$ cat src/rtl/trace_pkg.sv
// Shared definitions for the observation trace recorder.
//   - recorder FSM state encoding
//   - entry kind codes
//   - entry layout helpers: {cycle, kind, data} with data in the low bits
//   - drop counter width and saturation value
package trace_pkg;

  typedef enum logic [1:0] {
    IDLE   = 2'd0,
    RECORD = 2'd1,
    FROZEN = 2'd2
  } state_t;

  localparam logic KIND_OBS  = 1'b1;
  localparam logic KIND_DISP = 1'b0;

  localparam int                DROP_W   = 8;
  localparam logic [DROP_W-1:0] DROP_MAX = '1;

  function automatic int entry_width(input int data_w, input int cyc_w);
    return cyc_w + 1 + data_w;
  endfunction

  // Kind bit sits directly above the data word.
  function automatic int kind_lsb(input int data_w);
    return data_w;
  endfunction

  // Cycle stamp occupies the top of the entry.
  function automatic int cyc_lsb(input int data_w);
    return data_w + 1;
  endfunction

endpackage

$ cat src/rtl/trace_fifo.sv
// Circular entry buffer for the trace recorder.
// Ports:
//   i_clk, i_reset  : clock, synchronous active-high reset
//   i_push, i_entry : write request and entry; dropped if full without a pop
//   i_rd_ready      : consumer accepts the head entry
//   o_valid, o_entry: head entry available / head entry (0 when empty)
//   o_count         : entries held (0..DEPTH)
//   o_full          : count == DEPTH
// Writes are registered; an empty buffer never bypasses to the read side.
module trace_fifo
  import trace_pkg::*;
#(
  parameter int ENTRY_W = 49,
  parameter int DEPTH   = 16,
  parameter int ADDR_W  = $clog2(DEPTH)
) (
  input  logic               i_clk,
  input  logic               i_reset,
  input  logic               i_push,
  input  logic [ENTRY_W-1:0] i_entry,
  input  logic               i_rd_ready,
  output logic               o_valid,
  output logic [ENTRY_W-1:0] o_entry,
  output logic [ADDR_W:0]    o_count,
  output logic               o_full
);

  localparam logic [ADDR_W:0] FULL_CNT = (ADDR_W+1)'(DEPTH);

  logic [ENTRY_W-1:0] r_mem [DEPTH];
  logic [ADDR_W-1:0]  r_wr_ptr;
  logic [ADDR_W-1:0]  r_rd_ptr;
  logic [ADDR_W:0]    r_count;

  logic w_pop;
  logic w_push_ok;

  assign o_valid = (r_count != '0);
  assign o_full  = (r_count == FULL_CNT);
  assign o_count = r_count;
  assign o_entry = o_valid ? r_mem[r_rd_ptr] : '0;

  assign w_pop     = o_valid && i_rd_ready;
  // A full buffer can still take a write when the head leaves on the same edge.
  assign w_push_ok = i_push && (!o_full || w_pop);

  always_ff @(posedge i_clk) begin
    if (w_push_ok) begin
      r_mem[r_wr_ptr] <= i_entry;
    end
  end

  always_ff @(posedge i_clk) begin
    if (i_reset) begin
      r_wr_ptr <= '0;
      r_rd_ptr <= '0;
      r_count  <= '0;
    end else begin
      // Pointers wrap naturally since DEPTH is a power of two.
      if (w_push_ok) r_wr_ptr <= r_wr_ptr + 1'b1;
      if (w_pop)     r_rd_ptr <= r_rd_ptr + 1'b1;
      case ({w_push_ok, w_pop})
        2'b10:   r_count <= r_count + 1'b1;
        2'b01:   r_count <= r_count - 1'b1;
        default: r_count <= r_count;
      endcase
    end
  end

endmodule

$ cat src/rtl/obs_trace_recorder.sv
// Observation trace recorder: samples the DUT output alongside the
// driver's obs / sig_display flags and stores qualifying events as
// timestamped entries {cycle, kind, data} for readback over valid/ready.
// Ports:
//   clk, reset        : clock, synchronous active-high reset
//   arm, stop         : start/restart and freeze recording (pulses)
//   obs, sig_display  : driver per-step flags
//   out_data          : DUT output for this cycle
//   rd_valid/rd_ready : entry read handshake; rd_entry is the head entry
//   count             : entries held
//   overflow          : sticky, an event was dropped on a full buffer
//   drop_cnt          : dropped events, saturating at 255
//   done              : frozen and fully drained
//
// state  | meaning
// IDLE   | after reset, waiting for the first arm
// RECORD | timestamping and capturing events
// FROZEN | no capture; consumer drains; arm on empty restarts
module obs_trace_recorder
  import trace_pkg::*;
#(
  parameter int DATA_W = 32,
  parameter int CYC_W  = 16,
  parameter int DEPTH  = 16,
  parameter int ADDR_W = $clog2(DEPTH)
) (
  input  logic                    clk,
  input  logic                    reset,
  input  logic                    arm,
  input  logic                    stop,
  input  logic                    obs,
  input  logic                    sig_display,
  input  logic [DATA_W-1:0]       out_data,
  output logic                    rd_valid,
  input  logic                    rd_ready,
  output logic [CYC_W+DATA_W:0]   rd_entry,
  output logic [ADDR_W:0]         count,
  output logic                    overflow,
  output logic [DROP_W-1:0]       drop_cnt,
  output logic                    done
);

  localparam int ENTRY_W  = entry_width(DATA_W, CYC_W);
  localparam int KIND_LSB = kind_lsb(DATA_W);
  localparam int CYC_LSB  = cyc_lsb(DATA_W);

  state_t              r_state;
  state_t              w_state_nxt;
  logic                w_start;

  logic [CYC_W-1:0]    r_cycle;
  logic [DATA_W-1:0]   r_last_out;
  logic                r_overflow;
  logic [DROP_W-1:0]   r_drop_cnt;

  logic                w_recording;
  logic                w_event;
  logic                w_kind;
  logic                w_pop;
  logic                w_full;
  logic                w_push;
  logic                w_drop;
  logic [ENTRY_W-1:0]  w_entry;

  // FSM state register
  always_ff @(posedge clk) begin
    if (reset) r_state <= IDLE;
    else       r_state <= w_state_nxt;
  end

  // FSM next state; w_start marks an edge that (re)starts a recording.
  always_comb begin
    w_state_nxt = r_state;
    w_start     = 1'b0;
    case (r_state)
      IDLE: begin
        if (arm) begin
          w_state_nxt = RECORD;
          w_start     = 1'b1;
        end
      end
      RECORD: begin
        // arm is meaningless while recording, so stop always wins.
        if (stop) w_state_nxt = FROZEN;
      end
      FROZEN: begin
        // Restart only once the previous trace has been fully drained.
        if (arm && (count == '0)) begin
          w_state_nxt = RECORD;
          w_start     = 1'b1;
        end
      end
      default: w_state_nxt = IDLE;
    endcase
  end

  // Event qualification on this cycle's inputs
  assign w_recording = (r_state == RECORD);
  assign w_kind      = obs ? KIND_OBS : KIND_DISP;
  assign w_event     = w_recording && (obs || (sig_display && (out_data != r_last_out)));

  assign w_pop  = rd_valid && rd_ready;
  assign w_push = w_event && (!w_full || w_pop);
  assign w_drop = w_event && w_full && !w_pop;

  always_comb begin
    w_entry                        = '0;
    w_entry[DATA_W-1:0]            = out_data;
    w_entry[KIND_LSB]              = w_kind;
    w_entry[CYC_LSB +: CYC_W]      = r_cycle;
  end

  // Timestamp, change-detect history and drop accounting
  always_ff @(posedge clk) begin
    if (reset) begin
      r_cycle    <= '0;
      r_last_out <= '0;
      r_overflow <= 1'b0;
      r_drop_cnt <= '0;
    end else if (w_start) begin
      r_cycle    <= '0;
      r_last_out <= out_data;
      r_overflow <= 1'b0;
      r_drop_cnt <= '0;
    end else if (w_recording) begin
      r_cycle    <= r_cycle + 1'b1;
      r_last_out <= out_data;
      if (w_drop) begin
        r_overflow <= 1'b1;
        if (r_drop_cnt != DROP_MAX) r_drop_cnt <= r_drop_cnt + 1'b1;
      end
    end
  end

  trace_fifo #(
    .ENTRY_W (ENTRY_W),
    .DEPTH   (DEPTH),
    .ADDR_W  (ADDR_W)
  ) u_fifo (
    .i_clk      (clk),
    .i_reset    (reset),
    .i_push     (w_push),
    .i_entry    (w_entry),
    .i_rd_ready (rd_ready),
    .o_valid    (rd_valid),
    .o_entry    (rd_entry),
    .o_count    (count),
    .o_full     (w_full)
  );

  assign overflow = r_overflow;
  assign drop_cnt = r_drop_cnt;
  assign done     = (r_state == FROZEN) && (count == '0);

endmodule

$ cat config.mk
export PLATFORM = sky130hd
export DESIGN_NAME = obs_trace_recorder
export DESIGN_NICKNAME = d
export VERILOG_FILES = /design/src/rtl/trace_pkg.sv /design/src/rtl/trace_fifo.sv /design/src/rtl/obs_trace_recorder.sv
export SDC_FILE = /design/constraint.sdc
export NUM_CORES = 1
export LEC_CHECK = 0
export CAP_MARGIN = 40
export CORE_UTILIZATION = 55
export DETAILED_ROUTE_END_ITERATION = 12
export PLACE_DENSITY = 0.79
export REMOVE_ABC_BUFFERS = 1
export SYNTH_ARGS = -nofsm -noshare
export SYNTH_HDL_FRONTEND = slang
export SYNTH_SLANG_ARGS = --single-unit
$ cat constraint.sdc
create_clock -name clk -period 7.8 [get_ports clk]
set_input_delay 1.17 -clock clk [delete_from_list [all_inputs] [get_ports clk]]
set_output_delay 1.17 -clock clk [all_outputs]
set_load 0.05 [all_outputs]
==> results of run 1 <==
-- final cells by class --
type / instances / area, sq um / share of cell area (%)
diodes: 1 / 2.502 / 0.006511
clock buffers: 123 / 2350 / 6.114
clock inverters: 26 / 249.0 / 0.6479
inverters: 8 / 30.03 / 0.07814
multi-input cells: 608 / 8162 / 21.24
flip-flops and latches: 860 / 25080 / 65.25
well taps: 782 / 978.4 / 2.546
repair buffers: 146 / 1584 / 4.122
-- cell usage in the layout, fill, tap and decap left out, types with 3 or more instances in the layout --
| cell | count |
|---|---|
| a211oi_1 | 4 |
| nand4_1 | 15 |
| dfxtp_4 | 3 |
| bufinv_16 | 4 |
| clkbuf_16 | 85 |
| nand2b_1 | 9 |
| edfxtp_1 | 784 |
| mux2i_1 | 44 |
| o21ai_0 | 5 |
| inv_1 | 7 |
| ha_1 | 10 |
| buf_4 | 29 |
| clkinv_1 | 3 |
| nor4_1 | 8 |
| dfxtp_1 | 72 |
| and2_2 | 4 |
| buf_12 | 6 |
| nand3_1 | 4 |
| and2_1 | 52 |
| clkinvlp_4 | 3 |
| mux4_1 | 48 |
| clkbuf_1 | 30 |
| nor2_1 | 69 |
| xnor2_1 | 6 |
| clkbuf_8 | 8 |
| clkdlybuf4s50_1 | 102 |
| nand2_1 | 24 |
| and3_2 | 12 |
| buf_16 | 8 |
| mux4_2 | 197 |
| a21oi_1 | 10 |
| nor2b_1 | 9 |
| xor2_1 | 50 |
| and3_1 | 6 |
| clkinv_2 | 12 |
-- routing by layer --
layer	track usage [%]	up-vias
met5	0	-
met4	8.060	6
met3	4.610	130
met2	38.53	851
met1	33.33	8641
li1	-	6733
-- registers in the layout, indices dropped and copies added, names as in the netlist, named ones only --
name and count:
overflow 1, r_last_out 32, u_fifo.r_rd_ptr 4, u_fifo.r_mem 784
drop_cnt 8, r_state 2, r_cycle 16, u_fifo.r_wr_ptr 4
u_fifo.o_count 5
-- power by group --
group          switching (mW)  leakage (nW)  internal [mW]
Sequential             0.0791          7.75           5.14
Combinational            1.70          3.18           1.05
Clock                    1.65          1.27           2.22
-- worst max-delay path by stage --
stage               slack (ns)         start                 to  cells past startpoint
detailed placement        2.01  out_data[21]  u_fifo.o_count[4]                     16
global route              2.22  out_data[21]  u_fifo.o_count[4]                     16
CTS                       2.61  out_data[21]  u_fifo.o_count[4]                     16
floorplan                -2.59      register       rd_entry[48]                      3
finish                    2.48  out_data[21]  u_fifo.o_count[4]                     16
global placement          2.20   out_data[7]  u_fifo.o_count[4]                     16
-- cells in the mapped netlist (2+ instances only) --
cell      instances
a211oi_1          4
a21o_1            2
a21oi_1          10
and2_1           56
and3_1           18
buf_1             4
buf_12            7
buf_2            15
buf_6             3
buf_8             4
clkbuf_1         41
clkbuf_8          3
dfxtp_1          76
edfxtp_1        784
ha_1             10
inv_1             7
mux2_2            2
mux2i_1          44
mux4_1           48
mux4_2          197
nand2_1          24
nand2b_1          9
nand3_1           4
nand4_1          15
nor2_1           69
nor2b_1           9
nor3_1            2
nor4_1            8
o21ai_0           5
xnor2_1           6
xor2_1           50
-- worst register-to-register path, stage by stage, from the launching register on --
cell	delay (ns)
dfxtp_1	0.32
xor2_1	0.18
nor4_1	0.71
nand4_1	0.25
o21ai_2	0.39
a21oi_1	0.41
inv_1	0.21
ha_1	0.40
xor2_1	0.22
ha_1	0.17
a21oi_1	0.08
nor3b_1	0.25
o21ai_0	0.11
a21oi_1	0.21
xnor2_1	0.15
nor2_1	0.05
-- kinds of logic after synthesis --
group	after synthesis	share of synthesized area, %
AOI/OAI and AO/OA	30	0.5932
buffers and inverters	85	1.628
DFF	860	74.27
muxes	292	18.29
and+or+nand+nor	220	3.396
xor gates and xnor gates	56	1.453
adders and majority gates	10	0.3708
-- metrics by stage --
stage / hold WS (ns) / power [mW]
after detailed placement: 0.4582 / 8.078
after floorplan: 0.4840 / 7.287
after global placement: 0.4527 / 8.005
after CTS: 0.4777 / 11.90
final: 0.4764 / 11.83
after global routing: 0.5003 / 12.19
==> results by group, run 1 <==
STA
  – Period minus WS final: 5.317 ns
  – Final Hold Vio Count: 0
  – TNS Setup: 0 ns
  – Final Worst Setup Slack: 2.483 ns
  – Worst-Margin Slew: 1.033 ns
  – FMAX: 188.1 MHz
  – Clock skew: 0.02290 ns
  – RSZ-0062 raised after global routing: no
  – Max-slew headroom: 31.13%
  – Final period util: 68.16%
  – Final slew viol count: 0
  – Final setup fails: 0

Power
  – Peak VDD IR: 0.5404 mV
  – Leakage: 12.19 nW
  – PD cells: 307.9 mW/mm^2

Route
  – Max layer used: met5
  – M1 WL: 29320 um
  – DRC: 0
  – Final ANT Viol Nets: 0
  – Vias: 16360
  – Drt pass-1 iters: 5
  – Via/cell ratio: 6.406
  – Met2 WL: 35920 um
  – Total Wirelength: 73350 um
  – Drt wl/cell: 28.72 um
  – Met3 WL: 6176 um
  – Initial DRC Count: 1730

CTS
  – Clock Tree Root: clkbuf_16
  – TritonCTS Buffers: 82
  – Htree depth: 3
  – Post CTS Setup Buffer Count: 0
  – # hold bufs at CTS: 0
  – PostCTS Resize Cnt: 0
  – TritonCTS clock tree: built
  – Clock slew seen by the registers of the worst setup and hold paths: 0.06 ns
  – Clk Latency, worst-skew pair: 0.63 ns
  – CTS Buffer Depth: 3
  – Sink Count: 860

Floorplanning
  – Die area: 0.06235 sq mm
  – Die Wd: 249.7 um
  – DIE HEIGHT: 249.7 um
  – CORE AREA: 0.06047 sq mm
  – Row count: 90
  – Starting Density: 55.81%
  – I/O Pins: 104

Synthesis
  – Leading area contributor after synthesis: edfxtp_1
  – Ranking of synthesized cells by area: edfxtp_1 70%, mux4_2 13%, dfxtp_1 4.5%, mux4_1 3.7%, mux2i_1 1.3%
  – Yosys top cell area share: 69.76%
  – Mapped Area: 0.03375 sq mm
  – Syn Area/Cell: 21.73 sq um
  – Netlist cell types: 48
  – Gate Count Post-Synth: 1553
  – Post-synth EDFFs: 784
  – Seq/Total Area, Yosys: 74.27%
  – Yosys warns: 0
  – FFs w/ async S/R, synth: 0%
  – Most used DFF post-synth: edfxtp_1
  – Flops & latches, synth: 860

Job
  – Max_cap viols: 0

Worst setup path
  – RR Endpoint: u_fifo.o_count[4]
  – R2R Setup Slk: 3.59 ns
  – Crit. End Element: register
  – Worst r2r src: r_last_out[7]
  – CP Buf/Inv Count: 2
  – Critical-path cell list: clkdlybuf4s50_1 -> xor2_1 -> nor4_1 -> nand4_1 -> o21ai_2 -> a21oi_1 -> inv_1 -> ha_1 -> xor2_1 -> ha_1 -> a21oi_1 -> nor3b_1 -> o21ai_0 -> a21oi_1 -> xnor2_1 -> nor2_1
  – Crit path DAT: 5.81 ns
  – WP data required: 8.29 ns
  – CP max stage delay: 0.88 ns
  – Crit start category: input port
  – Slowest library cell on the worst path: clkdlybuf4s50_1
  – CP Max Fanout: 18
  – CP Class: input port to register
  – R2R cell count: 15
  – Cell family with most CP delay: compound AO/OA/AOI/OAI gates
  – Most used cell, CP: a21oi_1

Final layout
  – Nets: 1755
  – Utilization after layout: 63.55%
  – Fill cell count: 3764
  – Final Cell Area: 0.03843 sq mm
  – Fraction of layout cells with a size suffix above 1: 21.74%
  – Final std cells w/o fill: 2554
  – Layout area overhead: 13.88%

Global route
  – Grt ovf: 0
  – Total Routing Usage GR: 23.96%
  – Largest net degree at the start of global routing: 109
  – Antenna violations before repair: 3
  – Vias in the first global route: 16850
  – First-pass GRT wire length: 108300 um

Min path
  – Hold Path Class: register to register
  – Worst Hold End: overflow
  – Hold_sp: overflow
  – Worst Hold Depth: 1

Place
  – Placed Instances: 2404
  – Final Wtd Congestion: 0.7687
  – DP Worst Slack: 2.012 ns
  – Port bufs: 103
  – Placed Area: 0.03583 sq mm
  – DP Wirelength: 38860 um

Run status
  – Status: finished, final reports clean
No activity file was read; power rests on OpenSTA's default activity.
==> inputs of run 2 (changes only) <==
- clock period: 7.8 -> 5.3 ns (I/O delays scaled with it)
==> run 2 against run 1 <==
Wire length rose by 2.1%; worst hold slack improved by 0.012 ns; total power rose by 51%; critical path type is now register to primary output.
==> results by group, run 2 (synthesized netlist as in run 1, its figures left out) <==
STA
  – Final slew viol count: 0 (unchanged)
  – Final setup fails: 0 (unchanged)
  – RSZ-0062 raised after global routing: no
  – Final Worst Setup Slack: 0.5311 ns (-1.952 ns)
  – Period minus WS final: 4.769 ns
  – Clock skew: 0.02654 ns (+0.003636 ns)
  – Final Hold Vio Count: 0 (unchanged)
  – Worst-Margin Slew: 0.8673 ns (-0.1657 ns)
  – TNS Setup: 0 ns (unchanged)
  – FMAX: 209.7 MHz
  – Max-slew headroom: 42.18% (+11 points)
  – Final period util: 89.98%

Power
  – Leakage: 12.48 nW (+2.4%)
  – PD cells: 458.9 mW/mm^2 (+49%)
  – Peak VDD IR: 0.4682 mV (-13%)
  – Total power: 17.89 mW (+51%)

Min path
  – Hold Path Class: register to register

Route
  – Total Wirelength: 74890 um (+2.1%)
  – Initial DRC Count: 1834 (+6.0%)
  – Vias: 16530 (+1.1%)
  – Final ANT Viol Nets: 0 (unchanged)
  – Drt wl/cell: 28.87 um (+0.53%)
  – Drt pass-1 iters: 7 (+2)
  – Via/cell ratio: 6.374 (-0.51%)
  – DRC: 0 (unchanged)

Final layout
  – Top flop regs: u_fifo.r_mem (784), r_last_out (32), r_cycle (16)
  – Multi-input logic area: 0.008162 sq mm (unchanged)
  – Fill cell count: 3767 (+0.080%)
  – Fraction of layout cells with a size suffix above 1: 23.47% (+1.7 points)
  – Biggest register: u_fifo.r_mem
  – Most common library cell in the layout ignoring fill and taps: edfxtp_1
  – Number of flip-flops in the largest register: 784 (unchanged)
  – Nets: 1788 (+1.9%)
  – Seq. cell area: 0.02508 sq mm (unchanged)
  – Most frequent cells in the layout: 784 x edfxtp_1, 197 x mux4_2, 102 x clkdlybuf4s50_1
  – Final Cell Area: 0.03899 sq mm (+1.5%)
  – Layout area overhead: 15.54%

Worst setup path
  – CP Max Fanout: 33 (+15)
  – Crit start category: register
  – Crit path DAT: 3.97 ns (-1.84 ns)
  – CP Class: register to primary output
  – Crit. End Element: primary output
  – R2R Setup Slk: 1.82 ns (-1.77 ns)
  – WP data required: 4.51 ns (-3.78 ns)

CTS
  – # hold bufs at CTS: 0 (unchanged)
  – Post CTS Setup Buffer Count: 0 (unchanged)
  – TritonCTS Buffers: 84 (+2.4%)
  – TritonCTS clock tree: built
  – Htree depth: 3 (unchanged)
  – PostCTS Resize Cnt: 0 (unchanged)
  – Clk Latency, worst-skew pair: 0.63 ns (about the same)
  – Sink Count: 860 (unchanged)
  – CTS Buffer Depth: 3 (unchanged)
  – Clock Tree Root: clkbuf_16
  – Clock slew seen by the registers of the worst setup and hold paths: 0.06 ns (about the same)

Place
  – Final Wtd Congestion: 0.7981 (+3.8%)
  – Placed Area: 0.03617 sq mm (+0.96%)
  – DP Wirelength: 39910 um (+2.7%)
  – DP Worst Slack: 0.6432 ns (-1.368 ns)
  – Port bufs: 103 (unchanged)

Global route
  – Largest net degree at the start of global routing: 50 (-54%)
  – Vias in the first global route: 17340 (+2.9%)
  – Antenna violations before repair: 4 (+1)
  – First-pass GRT wire length: 111000 um (+2.6%)
  – Grt ovf: 0 (unchanged)
  – Total Routing Usage GR: 24.49% (+0.53 points)

Floorplanning
  – Starting Density: 55.81% (unchanged)
  – CORE AREA: 0.06047 sq mm (unchanged)
  – I/O Pins: 104 (unchanged)
  – Die area: 0.06235 sq mm (unchanged)
  – Row count: 90 (unchanged)
  – Die Wd: 249.7 um (unchanged)
  – DIE HEIGHT: 249.7 um (unchanged)

Job
  – Max_cap viols: 0 (unchanged)

Run status
  – Status: finished, final reports clean
-- run 2: final cells by class --
cell class / instances / share of cell area (%)
multi-input combinational: 608 / 20.93
sequential: 860 / 64.31
clock inverter: 37 / 1.059
inverter: 8 / 0.07701
clock buffer: 121 / 6.164
tap: 782 / 2.509
timing repair buffer: 177 / 4.942
antenna: 1 / 0.006418
-- run 2: path summary, 6_finish.rpt --
path / startpoint / to / depth (start not counted)
hold / removal: drop_cnt[4] / drop_cnt[4] / 2
hold reg to reg: drop_cnt[4] / drop_cnt[4] / 2
setup reg to reg: r_last_out[21] / u_fifo.r_mem[15][31] / 8
setup / recovery: register / rd_entry[13] / 5
-- run 2: report_power, final --
group | switching [mW] | leakage (nW) | internal, mW | total [mW]
sequential | 0.156 | 7.75 | 7.56 | 7.72
clock | 2.49 | 1.38 | 3.56 | 6.05
combinational | 2.49 | 3.35 | 1.64 | 4.13
-- run 2: metrics by stage --
step	cells	util [%]	hold WS (ns)
2_1_floorplan	1476	-	0.4840
3_3_place_gp	2426	59.47	0.4559
3_5_place_dp	2435	59.82	0.4741
4_1_cts	2593	64.48	0.4885
5_1_grt	2593	64.48	0.5049
6_report	2594	64.48	0.4885
-- run 2: metal layers --
metal	GRT usage (%)	vias to the layer above	wire length (um)	part of all wire (%)
met2	39.92	821	37210	50
met1	33.85	8734	29810	40
met4	8.466	6	1874	2.5
met5	0	-	34	0.045
met3	4.182	138	5957	8.0
li1	-	6834	-	-
-- run 2: worst max-delay path, cell delays in order, from the launching register on --
cell and delay [ns]:
dfxtp_4 0.82, buf_4 0.49, mux4_1 0.63, mux4_2 0.47, and2_1 0.17, clkdlybuf4s50_1 0.71
